## config.mk

```make
export PLATFORM = sky130hd
export DESIGN_NAME = palette_dac_flat
export DESIGN_NICKNAME = d
export VERILOG_FILES = /design/src/rtl/palette_dac_if.sv /design/src/rtl/palette_dac.sv /design/src/flat_wrapper.sv
export SDC_FILE = /design/constraint.sdc
export NUM_CORES = 1
export LEC_CHECK = 0
export CAP_MARGIN = 20
export CORE_ASPECT_RATIO = 1.2
export CORE_MARGIN = 5
export CORE_UTILIZATION = 36
export CTS_BUF_LIST = sky130_fd_sc_hd__clkbuf_4
export CTS_CLUSTER_SIZE = 16
export DETAILED_ROUTE_END_ITERATION = 10
export PLACE_DENSITY_LB_ADDON = 0.1
export SYNTH_ARGS = -nofsm -noshare
export SYNTH_HDL_FRONTEND = slang
export SYNTH_SLANG_ARGS = --single-unit
```

## constraint.sdc

```tcl
create_clock -name clk -period 2 [get_ports clk]
set_input_delay 0.6 -clock clk [delete_from_list [all_inputs] [get_ports clk]]
set_output_delay 0.6 -clock clk [all_outputs]
set_load 0.05 [all_outputs]
```

## src/rtl/palette_dac_if.sv

```systemverilog
`default_nettype none
// ============================================================================
// Module   : palette_dac_if
// Brief    : 68000-side palette window bus (select, strobes, data, DTACK).
// Revision : 1.0  initial release
// ============================================================================
interface palette_dac_if #(
   parameter int IDX_W = 13
);
   logic             cs;
   logic             cpu_rw;
   logic [IDX_W-1:0] cpu_addr;
   logic [1:0]       cpu_ds_n;
   logic [15:0]      cpu_din;
   logic [15:0]      cpu_dout;
   logic             dtack_n;

   modport master (
      output cs, cpu_rw, cpu_addr, cpu_ds_n, cpu_din,
      input  cpu_dout, dtack_n
   );

   modport slave (
      input  cs, cpu_rw, cpu_addr, cpu_ds_n, cpu_din,
      output cpu_dout, dtack_n
   );
endinterface
`default_nettype wire

```

## src/rtl/palette_dac.sv

```systemverilog
`default_nettype none
// ============================================================================
// Module   : palette_dac
// Brief    : Palette lookup + RGB expansion + blanking, with CPU access to the
//            palette RAM in slots not claimed by pixel lookup.
//            Optional macro PALETTE_SHADOW_EN: halve RGB when color_in[13] set.
// Revision : 1.0  initial release
// ============================================================================
module palette_dac #(
   parameter int FORMAT = 0,
   parameter int IDX_W  = 13
) (
   input  wire              clk,
   input  wire              reset,
   input  wire              ce_pixel,
   palette_dac_if.slave     cpu,
   input  wire  [13:0]      color_in,
   input  wire              hblank_n,
   input  wire              vblank_n,
   output logic [IDX_W-1:0] ram_addr,
   output logic [15:0]      ram_din,
   output logic [1:0]       ram_we,
   input  wire  [15:0]      ram_dout,
   output logic [7:0]       red,
   output logic [7:0]       green,
   output logic [7:0]       blue,
   output logic             blank
);

   localparam logic [1:0] c_idle      = 2'd0;
   localparam logic [1:0] c_wait_slot = 2'd1;
   localparam logic [1:0] c_read_lat  = 2'd2;
   localparam logic [1:0] c_ack       = 2'd3;

   logic [1:0]  r_state;
   logic [1:0]  w_state_nxt;
   logic [15:0] r_cpu_dout;
   logic        w_cpu_slot;

   logic        r_ce_d;
   logic [15:0] r_pix_word;
   logic        r_blank_s1;
   logic [7:0]  w_r_exp, w_g_exp, w_b_exp;
   logic [7:0]  w_r_fin, w_g_fin, w_b_fin;

   // ------------------------------------------------------------------------
   // CPU access FSM
   // ------------------------------------------------------------------------
   always_ff @(posedge clk) begin
      if (reset) begin
         r_state <= c_idle;
      end else begin
         r_state <= w_state_nxt;
      end
   end

   always_comb begin
      w_state_nxt = r_state;
      case (r_state)
         c_idle: begin
            if (cpu.cs) w_state_nxt = c_wait_slot;
         end
         c_wait_slot: begin
            if (!cpu.cs)
               w_state_nxt = c_idle;
            else if (!ce_pixel)
               w_state_nxt = cpu.cpu_rw ? c_read_lat : c_ack;
         end
         c_read_lat: begin
            w_state_nxt = c_ack;
         end
         c_ack: begin
            if (!cpu.cs) w_state_nxt = c_idle;
         end
         default: begin
            w_state_nxt = c_idle;
         end
      endcase
   end

   // Pixel lookup always wins the RAM port; the CPU only gets free slots.
   always_comb begin
      w_cpu_slot  = (r_state == c_wait_slot) && cpu.cs && !ce_pixel && !reset;
      ram_addr    = ce_pixel ? color_in[IDX_W-1:0] : cpu.cpu_addr;
      ram_din     = cpu.cpu_din;
      ram_we      = (w_cpu_slot && !cpu.cpu_rw) ? ~cpu.cpu_ds_n : 2'b00;
      cpu.dtack_n = (r_state != c_ack);
   end

   always_ff @(posedge clk) begin
      if (reset) begin
         r_cpu_dout <= 16'h0000;
      end else if (r_state == c_read_lat) begin
         r_cpu_dout <= ram_dout;
      end
   end

   assign cpu.cpu_dout = r_cpu_dout;

   // ------------------------------------------------------------------------
   // Pixel pipeline: stage 1 catches the RAM word one cycle after the tick,
   // stage 2 presents it on the following tick.
   // ------------------------------------------------------------------------
   always_ff @(posedge clk) begin
      if (reset) begin
         r_ce_d     <= 1'b0;
         r_pix_word <= 16'h0000;
         r_blank_s1 <= 1'b1;
      end else begin
         r_ce_d <= ce_pixel;
         if (r_ce_d)
            r_pix_word <= ram_dout;
         if (ce_pixel)
            r_blank_s1 <= ~(hblank_n & vblank_n);
      end
   end

   generate
      if (FORMAT == 1) begin : g_fmt_555
         assign w_r_exp = {r_pix_word[14:10], r_pix_word[14:12]};
         assign w_g_exp = {r_pix_word[9:5],   r_pix_word[9:7]};
         assign w_b_exp = {r_pix_word[4:0],   r_pix_word[4:2]};
         wire w_unused_msb = r_pix_word[15];
      end else begin : g_fmt_4444
         assign w_r_exp = {r_pix_word[11:8], r_pix_word[11:8]};
         assign w_g_exp = {r_pix_word[7:4],  r_pix_word[7:4]};
         assign w_b_exp = {r_pix_word[3:0],  r_pix_word[3:0]};
         wire w_unused_top = ^r_pix_word[15:12];
      end
   endgenerate

`ifdef PALETTE_SHADOW_EN
   logic r_shadow_s1;

   always_ff @(posedge clk) begin
      if (reset) begin
         r_shadow_s1 <= 1'b0;
      end else if (ce_pixel) begin
         r_shadow_s1 <= color_in[13];
      end
   end

   // Shadow darkens after expansion so both formats halve identically.
   always_comb begin
      w_r_fin = r_shadow_s1 ? {1'b0, w_r_exp[7:1]} : w_r_exp;
      w_g_fin = r_shadow_s1 ? {1'b0, w_g_exp[7:1]} : w_g_exp;
      w_b_fin = r_shadow_s1 ? {1'b0, w_b_exp[7:1]} : w_b_exp;
   end
`else
   always_comb begin
      w_r_fin = w_r_exp;
      w_g_fin = w_g_exp;
      w_b_fin = w_b_exp;
   end

   wire w_unused_shadow = color_in[13];
`endif

   always_ff @(posedge clk) begin
      if (reset) begin
         red   <= 8'h00;
         green <= 8'h00;
         blue  <= 8'h00;
         blank <= 1'b1;
      end else if (ce_pixel) begin
         blank <= r_blank_s1;
         red   <= r_blank_s1 ? 8'h00 : w_r_fin;
         green <= r_blank_s1 ? 8'h00 : w_g_fin;
         blue  <= r_blank_s1 ? 8'h00 : w_b_fin;
      end
   end

endmodule
`default_nettype wire

```

## src/flat_wrapper.sv

```systemverilog
// flat-port wrapper written by rule: the top's interface ports become plain ports
module palette_dac_flat 
#(
   parameter int FORMAT = 0,
   parameter int IDX_W  = 13
)
  (clk, reset, ce_pixel, color_in, hblank_n, vblank_n, ram_addr, ram_din, ram_we, ram_dout, red, green, blue, blank, cpu_cs, cpu_cpu_rw, cpu_cpu_addr, cpu_cpu_ds_n, cpu_cpu_din, cpu_cpu_dout, cpu_dtack_n);
  palette_dac_if #(.IDX_W(IDX_W)) cpu_i ();
  input  wire clk;
  input  wire reset;
  input  wire ce_pixel;
  input  wire  [13:0] color_in;
  input  wire hblank_n;
  input  wire vblank_n;
  output logic [IDX_W-1:0] ram_addr;
  output logic [15:0] ram_din;
  output logic [1:0] ram_we;
  input  wire  [15:0] ram_dout;
  output logic [7:0] red;
  output logic [7:0] green;
  output logic [7:0] blue;
  output logic blank;
  input wire logic [$bits(cpu_i.cs)-1:0] cpu_cs;
  input wire logic [$bits(cpu_i.cpu_rw)-1:0] cpu_cpu_rw;
  input wire logic [$bits(cpu_i.cpu_addr)-1:0] cpu_cpu_addr;
  input wire logic [$bits(cpu_i.cpu_ds_n)-1:0] cpu_cpu_ds_n;
  input wire logic [$bits(cpu_i.cpu_din)-1:0] cpu_cpu_din;
  output wire logic [$bits(cpu_i.cpu_dout)-1:0] cpu_cpu_dout;
  output wire logic [$bits(cpu_i.dtack_n)-1:0] cpu_dtack_n;
  assign cpu_i.cs = cpu_cs;
  assign cpu_i.cpu_rw = cpu_cpu_rw;
  assign cpu_i.cpu_addr = cpu_cpu_addr;
  assign cpu_i.cpu_ds_n = cpu_cpu_ds_n;
  assign cpu_i.cpu_din = cpu_cpu_din;
  assign cpu_cpu_dout = cpu_i.cpu_dout;
  assign cpu_dtack_n = cpu_i.dtack_n;
  palette_dac #(.FORMAT(FORMAT), .IDX_W(IDX_W)) u_core (.clk(clk), .reset(reset), .ce_pixel(ce_pixel), .cpu(cpu_i), .color_in(color_in), .hblank_n(hblank_n), .vblank_n(vblank_n), .ram_addr(ram_addr), .ram_din(ram_din), .ram_we(ram_we), .ram_dout(ram_dout), .red(red), .green(green), .blue(blue), .blank(blank));
endmodule
```

==> impl_summary.md, run 1 <==
Run status
The flow ran to the end, and the final reports show no timing, DRC or antenna violations.

Timing
The transition time at the pin with the least slew margin is around 0.7 ns. The final-report hold violation count is 0. The relative slew slack is between 50% and 60%. Setup repair after global routing could not meet its margin everywhere. The post-route setup TNS is 0 ns.

The achievable frequency is roughly 500 MHz. The worst slack on hold paths is 0.463 ns. The number of pins exceeding their max-slew limit in the final report was 0. Setup violations remaining at the end of the flow were counted as 0. The share of the cycle needed by the critical path after routing is roughly 99%. The final worst clock skew is a little under 0.008 ns. The setup slack of the critical path after layout is 0.0145 ns. Counting I/O delays and the setup requirement, the final critical path takes a little under 2 ns.

Synthesis
The count of synthesis-stage warnings from yosys is 0. By instance count, the leading cell after synthesis is sky130_fd_sc_hd__dfxtp_1. The share of the Yosys chip area taken by registers is ~44%. The simple-gate share of the synthesized area is between 15 and 20%.

Dividing the synthesized area by the synthesized cell count gives 8.92 um^2. The proportion of register bits with asynchronous set or reset after synthesis is 0%. The number of different library cells used by synthesis comes to 22. The compound-gate portion of the synthesized area is under 10%.

The mapped cell area is between 2000 and 2500 um^2. Ranked by instance count, the synthesized netlist is headed by 45 x sky130_fd_sc_hd__dfxtp_1, 35 x sky130_fd_sc_hd__nand2_1, 32 x sky130_fd_sc_hd__buf_4, 27 x sky130_fd_sc_hd__nor2_1, 19 x sky130_fd_sc_hd__a21oi_1. When the netlist entered floorplanning its net count stood at slightly below 300. The most frequently used flop master after synthesis is sky130_fd_sc_hd__dfxtp_1. The multiplexer share of the synthesized area is between 10% and 20%. The synthesized design contains 45 register bits. By area, the combinational part of the netlist is dominated by simple AND/OR/NAND/NOR gates. The most area-hungry cell type in the Yosys netlist is sky130_fd_sc_hd__dfxtp_1. The synthesized netlist devotes 0% of its cell area to XOR and XNOR gates. The synthesized design devotes to its leading area cell type between 40% and 50% of total area. The fraction of the mapped netlist area in adder cells is 0%. After synthesis, the cell types taking the most area are sky130_fd_sc_hd__dfxtp_1 44%, sky130_fd_sc_hd__buf_4 12%, sky130_fd_sc_hd__mux2_2 7.2%, sky130_fd_sc_hd__nand2_1 6.4%, sky130_fd_sc_hd__mux2i_1 5.9%. Counting flops with a built-in enable in the synthesized netlist gives 0. Synthesis produced 229 cells.

Route
For this run, design rule violations remaining after detail routing come to 0. The first TritonRoute pass finished after 4 iterations. For this block, the via count after detailed routing is around 1700. The number of nets still failing antenna checks after routing is 0. Wires add up to approximately 4900 um. In the routed layout, each cell is associated on average with a via count of 4.59. After the first detailed-routing iteration, the DRC count stood at 61. In the final routed layout, each cell accounts on average for approximately 13 um.

Power and ir drop
The power density normalized to cell area is between 600 and 700 nW/um^2. The worst-case IR drop observed on VDD is just over 0.0003 V. The static leakage is around 1.4 nW.

Floorplan
The floorplan has 30 rows. The die height is about 93 um. Pin placement for this block handled roughly 140 I/O pins. The width of the die is between 70 and 80 um. The area of the core is 5590 um^2.

The die footprint is about 7300 um^2. For this configuration, the core starts out at a cell density of around 37%.

Worst setup path
The worst setup path category is input port to primary output. STA classifies the critical path startpoint as an input port. The worst setup path is captured at a primary output. At the worst endpoint, the required time is 1.40 ns. Along the worst path, the maximum fanout reaches 2. Data on the critical path arrives at its endpoint at around 1.4 ns.

Placement
Detailed placement finished with a half-perimeter wire length of around 3600 um. Input and output buffers added on the ports amount to between 100 and 150. The placer congestion estimate is about 0.69. The worst setup timing slack at the placement stage is -0.414 ns.

Including well taps, the total number of placed cells is between 300 and 400. The placed instances occupy a cell area of 2850 um^2.

Finish
Summing all non-filler instances in the final layout gives an area of approximately 3100 um^2. The fraction of layout cells with a size suffix above 1 is 34.6%. The antenna diode count is 0. The final standard cell count with taps included and fillers excluded is around 380. The filler cells instantiated in the layout total roughly 530. The layout-stage area growth over the synthesis result is 52.4%. The final layout contains roughly 380 nets.

Clock tree
The number of buffers inserted by hold repair at cts is 0. The clock latency of the later-clocked register in the worst-skew pair is 0.35 ns. The cell at the root of the clock tree is sky130_fd_sc_hd__clkbuf_4. TritonCTS built the clock tree.

The CTS clock-pin slew for the worst setup and hold paths is roughly 0.13 ns. The clock passes through at most 2 buffers. Counting the buffers created by CTS gives 5. The number of clock sinks seen by CTS is 45.

The total number of H-tree levels is 2.

Global route
The residual overflow from global routing is 0. Entering global routing, the biggest net connects 44 pins. Global routing used a little over an eighth of the available tracks across all layers.

The number of antenna violations at the first check in global routing is 0. The first global-routing pass estimated between 8000 and 9000 um of wire. The number of global-route vias before repair is 1760.

Hold path
The worst hold path belongs to the class flip-flop to flip-flop.

Flow run
The max-cap violation count is 0.
==> metal layers <==
metal | GRT usage (%) | wire, um | up-vias
li1 | - | - | 875
met1 | 15.8 | 2010 | 780
met2 | 23.7 | 2430 | 66
met3 | 4.18 | 423 | 5
met4 | 4.66 | 68 | 0
met5 | 0 | 0 | -
==> stage by stage <==
stage | util (%) | power, W
3_5_place_dp | 50.9 | 0.00136
5_1_grt | 55.7 | 0.00204
6_report | 55.7 | 0.00194
4_1_cts | 55.5 | 0.00196
2_1_floorplan | - | 0.00127
3_3_place_gp | 50.9 | 0.00136
==> power breakdown <==
group	internal, W	switching (W)	total (W)
logic	0.000214	0.000228	0.000442
registers	0.000923	0.0000201	0.000943
clock network	0.000274	0.000281	0.000555
==> cell usage in the layout (no fill, tap or decap), drive strengths merged <==
cell           instances
clkinv                 1
clkbuf                 7
clkdlybuf4s50         20
a21oi                 29
dfxtp                 45
nand2b                 1
nor3                   1
mux2i                 12
inv                    2
nor4b                  1
nand3                  1
dlygate4sd2           26
nor2b                 14
and3b                  1
and2b                  2
buf                   70
bufinv                 1
nand2                 35
mux2                  13
nor2                  27
o221a                  1
o21ai                  2
==> final timing paths <==
| check | startpoint | end | slack (ns) | cells past startpoint |
|---|---|---|---|---|
| setup / recovery | cpu_cpu_rw | ram_we[1] | 0.01 | 5 |
| hold / removal | u_core.cpu.cpu_dout[9] | u_core.cpu.cpu_dout[9] | 0.46 | 2 |
| setup reg to reg | flip-flop | u_core.cpu.cpu_dout[7] | 0.66 | 4 |
| hold reg to reg | u_core.cpu.cpu_dout[9] | u_core.cpu.cpu_dout[9] | 0.46 | 2 |
==> flip-flops by register name, indices dropped and copies added (netlist names), named ones only <==
signal	count
u_core.cpu.cpu_dout	16
u_core.r_pix_word	12
u_core.blue	4
u_core.green	4
u_core.red	4
u_core.blank	1
u_core.r_blank_s1	1
u_core.r_ce_d	1
u_core.r_state	1
==> logic make-up after synthesis <==
family | after synthesis
and+or+nand+nor | 83
buffers and inverters | 44
muxes | 25
DFF | 45
AOI/OAI and AO/OA | 32
==> critical path, cell delays in order <==
cell and delay, ns:
sky130_fd_sc_hd__buf_6 0.10, sky130_fd_sc_hd__nor4b_4 0.31, sky130_fd_sc_hd__nand2_4 0.10, sky130_fd_sc_hd__nor2_4 0.13
sky130_fd_sc_hd__buf_12 0.14
==> cell type report <==
cell class,count,area (um^2),share of cell area (%)
Timing Repair Buffer,117,1110,35.6
Multi-Input combinational cell,140,933,30.0
Sequential cell,45,905,29.0
Tap cell,64,80.1,2.57
Clock buffer,6,45.0,1.45
Clock inverter,2,33.8,1.08
Inverter,2,7.51,0.241
==> timing repair <==
action | CTS | global route
resized for setup | 89 | 5
pin swaps | 3 | 4
buffers inserted | 2 | 0
endpoints found under the setup margin | 15 | 2
cloned | 1 | 0
Power figures use the tool's default switching activity.
==> run 2: changes to the inputs <==
- CORE_ASPECT_RATIO: 1.2 -> 1.75
==> run 2 against run 1 <==
Combinational power up 1%. Cell count up 3.2%. Clock power down 26%. Clock-buffer cell count unchanged. Global-route usage up 0.75 points. Non-clock buffer count up 1. Maximum frequency up 1.2%. Critical path depth unchanged. Sequential share of layout area about the same. Hold slack better by 0.0020 ns. First-iteration DRC count up 39%. Flip-flop and latch count unchanged. Critical path type unchanged.
==> impl_summary.md, run 2 (synthesis gave the netlist of run 1 again) <==
Run status
Result of the run: complete, no violations (unchanged).

Clock tree
The clock latency of the later-clocked register in the worst-skew pair was 0.35 ns (about the same). The CTS tree is yes (unchanged). The CTS clock-pin slew for the worst setup and hold paths was 0.12 ns (was 0.13 ns). The number of clock sinks seen by CTS came to 45 (unchanged). The total number of H-tree levels came to 2 (unchanged). The cell at the root of the clock tree is sky130_fd_sc_hd__clkbuf_4 (unchanged). The number of buffers inserted by hold repair at cts is 0 (unchanged). The maximum count of clock buffers along a single path is 2 (unchanged). The number of buffers inserted during clock tree synthesis was 5 (unchanged).

Placement
The placer congestion estimate came to 0.694 (was 0.688). The number of buffers inserted by port buffering came to 107 (unchanged). The cell area after placement is 2870 um^2 (was 2850 um^2). The cell count after placement was 377 (was 365). The detailed placement HPWL was 3710 um (was 3580 um).

Worst setup path
The critical path capture point type is a primary output (unchanged). The worst setup path category was input port to primary output (unchanged). The critical path startpoint category is an input port (unchanged).

The critical path data required time is 1.40 ns (about the same). The data arrival time of the critical path is 1.36 ns (was 1.39 ns). The biggest fanout along the worst timing path is 2 (unchanged).

Timing
The relative slew slack is 52.5% (was 54.4%). The minimum period implied by the final worst setup slack came to 1.96 ns (was 1.99 ns). The number of pins exceeding their max-slew limit in the final report came to 0 (unchanged). The setup violation total in the final timing report was 0 (unchanged). The share of the cycle needed by the critical path after routing is 98.1% (was 99.3%). The final worst clock skew is 0.0124 ns (was 0.00778 ns). The achievable frequency is 510 MHz (was 504 MHz). The transition time at the pin with the least slew margin is 0.712 ns (was 0.683 ns). The final-report hold violation count was 0 (unchanged).

Unrepaired setup endpoints after global routing: yes (unchanged).

Floorplan
The number of I/O pins is 141 (unchanged). The effective utilization at floorplan is 36.9% (was 36.5%). The die footprint is 7340 um^2 (was 7290 um^2).

The site row count is 36 (was 30). The area of the core was 5540 um^2 (was 5590 um^2). The width of the die is 67.0 um (was 78.8 um). The die height is 110 um (was 92.5 um).

Global route
The number of antenna violations at the first check in global routing was 0 (unchanged). The first-pass GRT wire length is 8010 um (was 8160 um). The total routing usage reported by global routing is 14.4% (was 13.7%). The residual overflow from global routing is 0 (unchanged). The pin count of the biggest net entering global routing is 44 (unchanged). The number of global-route vias before repair came to 1722 (was 1760).

Route
The per-cell via count in the routed design is 4.46 (was 4.59). The total via count in the routed design is 1731 (was 1726). The first-pass detailed-route iteration total is 4 (unchanged).

The violation count after the first detailed-routing iteration came to 85 (was 61). The routed wire length per instance is 12.9 um (was 13.1 um). The number of nets still failing antenna checks after routing came to 0 (unchanged).

The detailed-route wire length is 5020 um (was 4930 um). The post-route DRC violation count was 0 (unchanged).

Power and ir drop
The highest ir drop seen on vdd is 0.000314 V (was 0.000312 V). The sequential power share is 52.4% (was 48.6%). The proportion of power drawn by combinational gates was 24.9% (was 22.8%). The power density normalized to cell area is 577 nW/um^2 (was 623 nW/um^2). The portion of total power attributed to the clock network came to 22.7% (was 28.6%). The share of total power consumed by net switching came to 28.6% (was 27.3%).

The switching power of the nets came to 0.000515 W (was 0.000529 W). The internal power summed over all cells is 0.00128 W (was 0.00141 W). The static leakage is 1.38 nW (about the same).

Finish
The most frequent standard cell in the layout excluding fill and tap cells is sky130_fd_sc_hd__buf_4 (unchanged). The count of filler cells inserted in the layout came to 539 (was 527). The flip-flop count of the largest register after layout is 16 (unchanged).

The summed area of non-filler cells in the final layout is 3120 um^2 (was 3110 um^2). The fraction of layout cells with a size suffix above 1 was 34.6% (unchanged). Highest-count cells in the layout ignoring fill and taps: 52 x sky130_fd_sc_hd__buf_4, 44 x sky130_fd_sc_hd__dfxtp_1, 34 x sky130_fd_sc_hd__nand2_1 (was 48 x sky130_fd_sc_hd__buf_4, 44 x sky130_fd_sc_hd__dfxtp_1, 34 x sky130_fd_sc_hd__nand2_1). The number of nets in the layout is 380 (was 379). The antenna diode count is 0 (unchanged). The final standard cell count with taps included and fillers excluded is 388 (was 376). The layout-stage area growth over the synthesis result is 52.5% (was 52.4%).

Hold path
The worst hold-check path type is flip-flop to flip-flop (unchanged).

Flow run
The max-cap violation count is 0 (unchanged).
[run 2: changes by cell type in the layout (fill, tap and decap cells not counted)]
cell	delta
sky130_fd_sc_hd__buf_12	+1
sky130_fd_sc_hd__buf_16	+1
sky130_fd_sc_hd__buf_4	+4
sky130_fd_sc_hd__buf_6	-4
sky130_fd_sc_hd__buf_8	-1
sky130_fd_sc_hd__bufinv_16	-1
[run 2: critical path, cell delays in order]
cell	delay [ns]
sky130_fd_sc_hd__buf_2	0.12
sky130_fd_sc_hd__nor4b_4	0.29
sky130_fd_sc_hd__nand2_4	0.10
sky130_fd_sc_hd__nor2_4	0.10
sky130_fd_sc_hd__buf_12	0.14
[run 2: per-stage QoR]
step | hold slack, ns | power, W | setup TNS, ns | util [%] | worst slack, ns
3_5_place_dp | 0.451 | 0.00137 | -6.97 | 51.9 | -0.442
4_1_cts | 0.468 | 0.00183 | -0.0430 | 56.2 | -0.0334
6_report | 0.465 | 0.00180 | 0 | 56.3 | 0.0389
3_3_place_gp | 0.444 | 0.00136 | -7.04 | 51.9 | -0.432
2_1_floorplan | 0.448 | 0.00127 | -0.234 | - | -0.117
5_1_grt | 0.486 | 0.00189 | -0.00804 | 56.3 | -0.00518
[run 2: per-layer routing]
metal / track usage [%] / wire (um)
met5: 0 / 0
met4: 7.26 / 134
met3: 5.01 / 477
met2: 24.8 / 2520
met1: 15.3 / 1900
[run 2: final cells by class]
type / count / area (um^2) / share of cell area [%]
multi-input combinational: 140 / 933 / 29.9
timing repair buffer: 118 / 1130 / 36.2
inverter: 2 / 7.51 / 0.241
tap: 76 / 95.1 / 3.05
clock buffer: 6 / 45.0 / 1.45
sequential: 45 / 905 / 29.0
clock inverter: 1 / 3.75 / 0.120
[run 2: final timing paths]
| kind | start | to | slack [ns] | cells after the start |
|---|---|---|---|---|
| max | reset | ram_we[1] | 0.04 | 5 |
| min | u_core.cpu.cpu_dout[11] | u_core.cpu.cpu_dout[11] | 0.46 | 2 |
| max reg2reg | flip-flop | u_core.cpu.cpu_dout[7] | 0.69 | 4 |
| min reg2reg | u_core.cpu.cpu_dout[11] | u_core.cpu.cpu_dout[11] | 0.46 | 2 |
[run 2: power groups by stage]
stage / Combinational [W] / Sequential, W / Clock [W]
floorplan: 0.000278 / 0.000995 / 0
global placement: 0.000399 / 0.000965 / 0
detailed placement: 0.000401 / 0.000965 / 0
CTS: 0.000453 / 0.000944 / 0.000431
global route: 0.000475 / 0.000949 / 0.000465
finish: 0.000448 / 0.000943 / 0.000408
[run 2: repair_timing]
item / CTS / global route
pin swaps: 3 / 3
gates cloned: 1 / 0
resized for setup: 86 / 3
endpoints found under the hold margin: 0 / 0
endpoints found under the setup margin: 15 / 2
setup buffers: 3 / 0
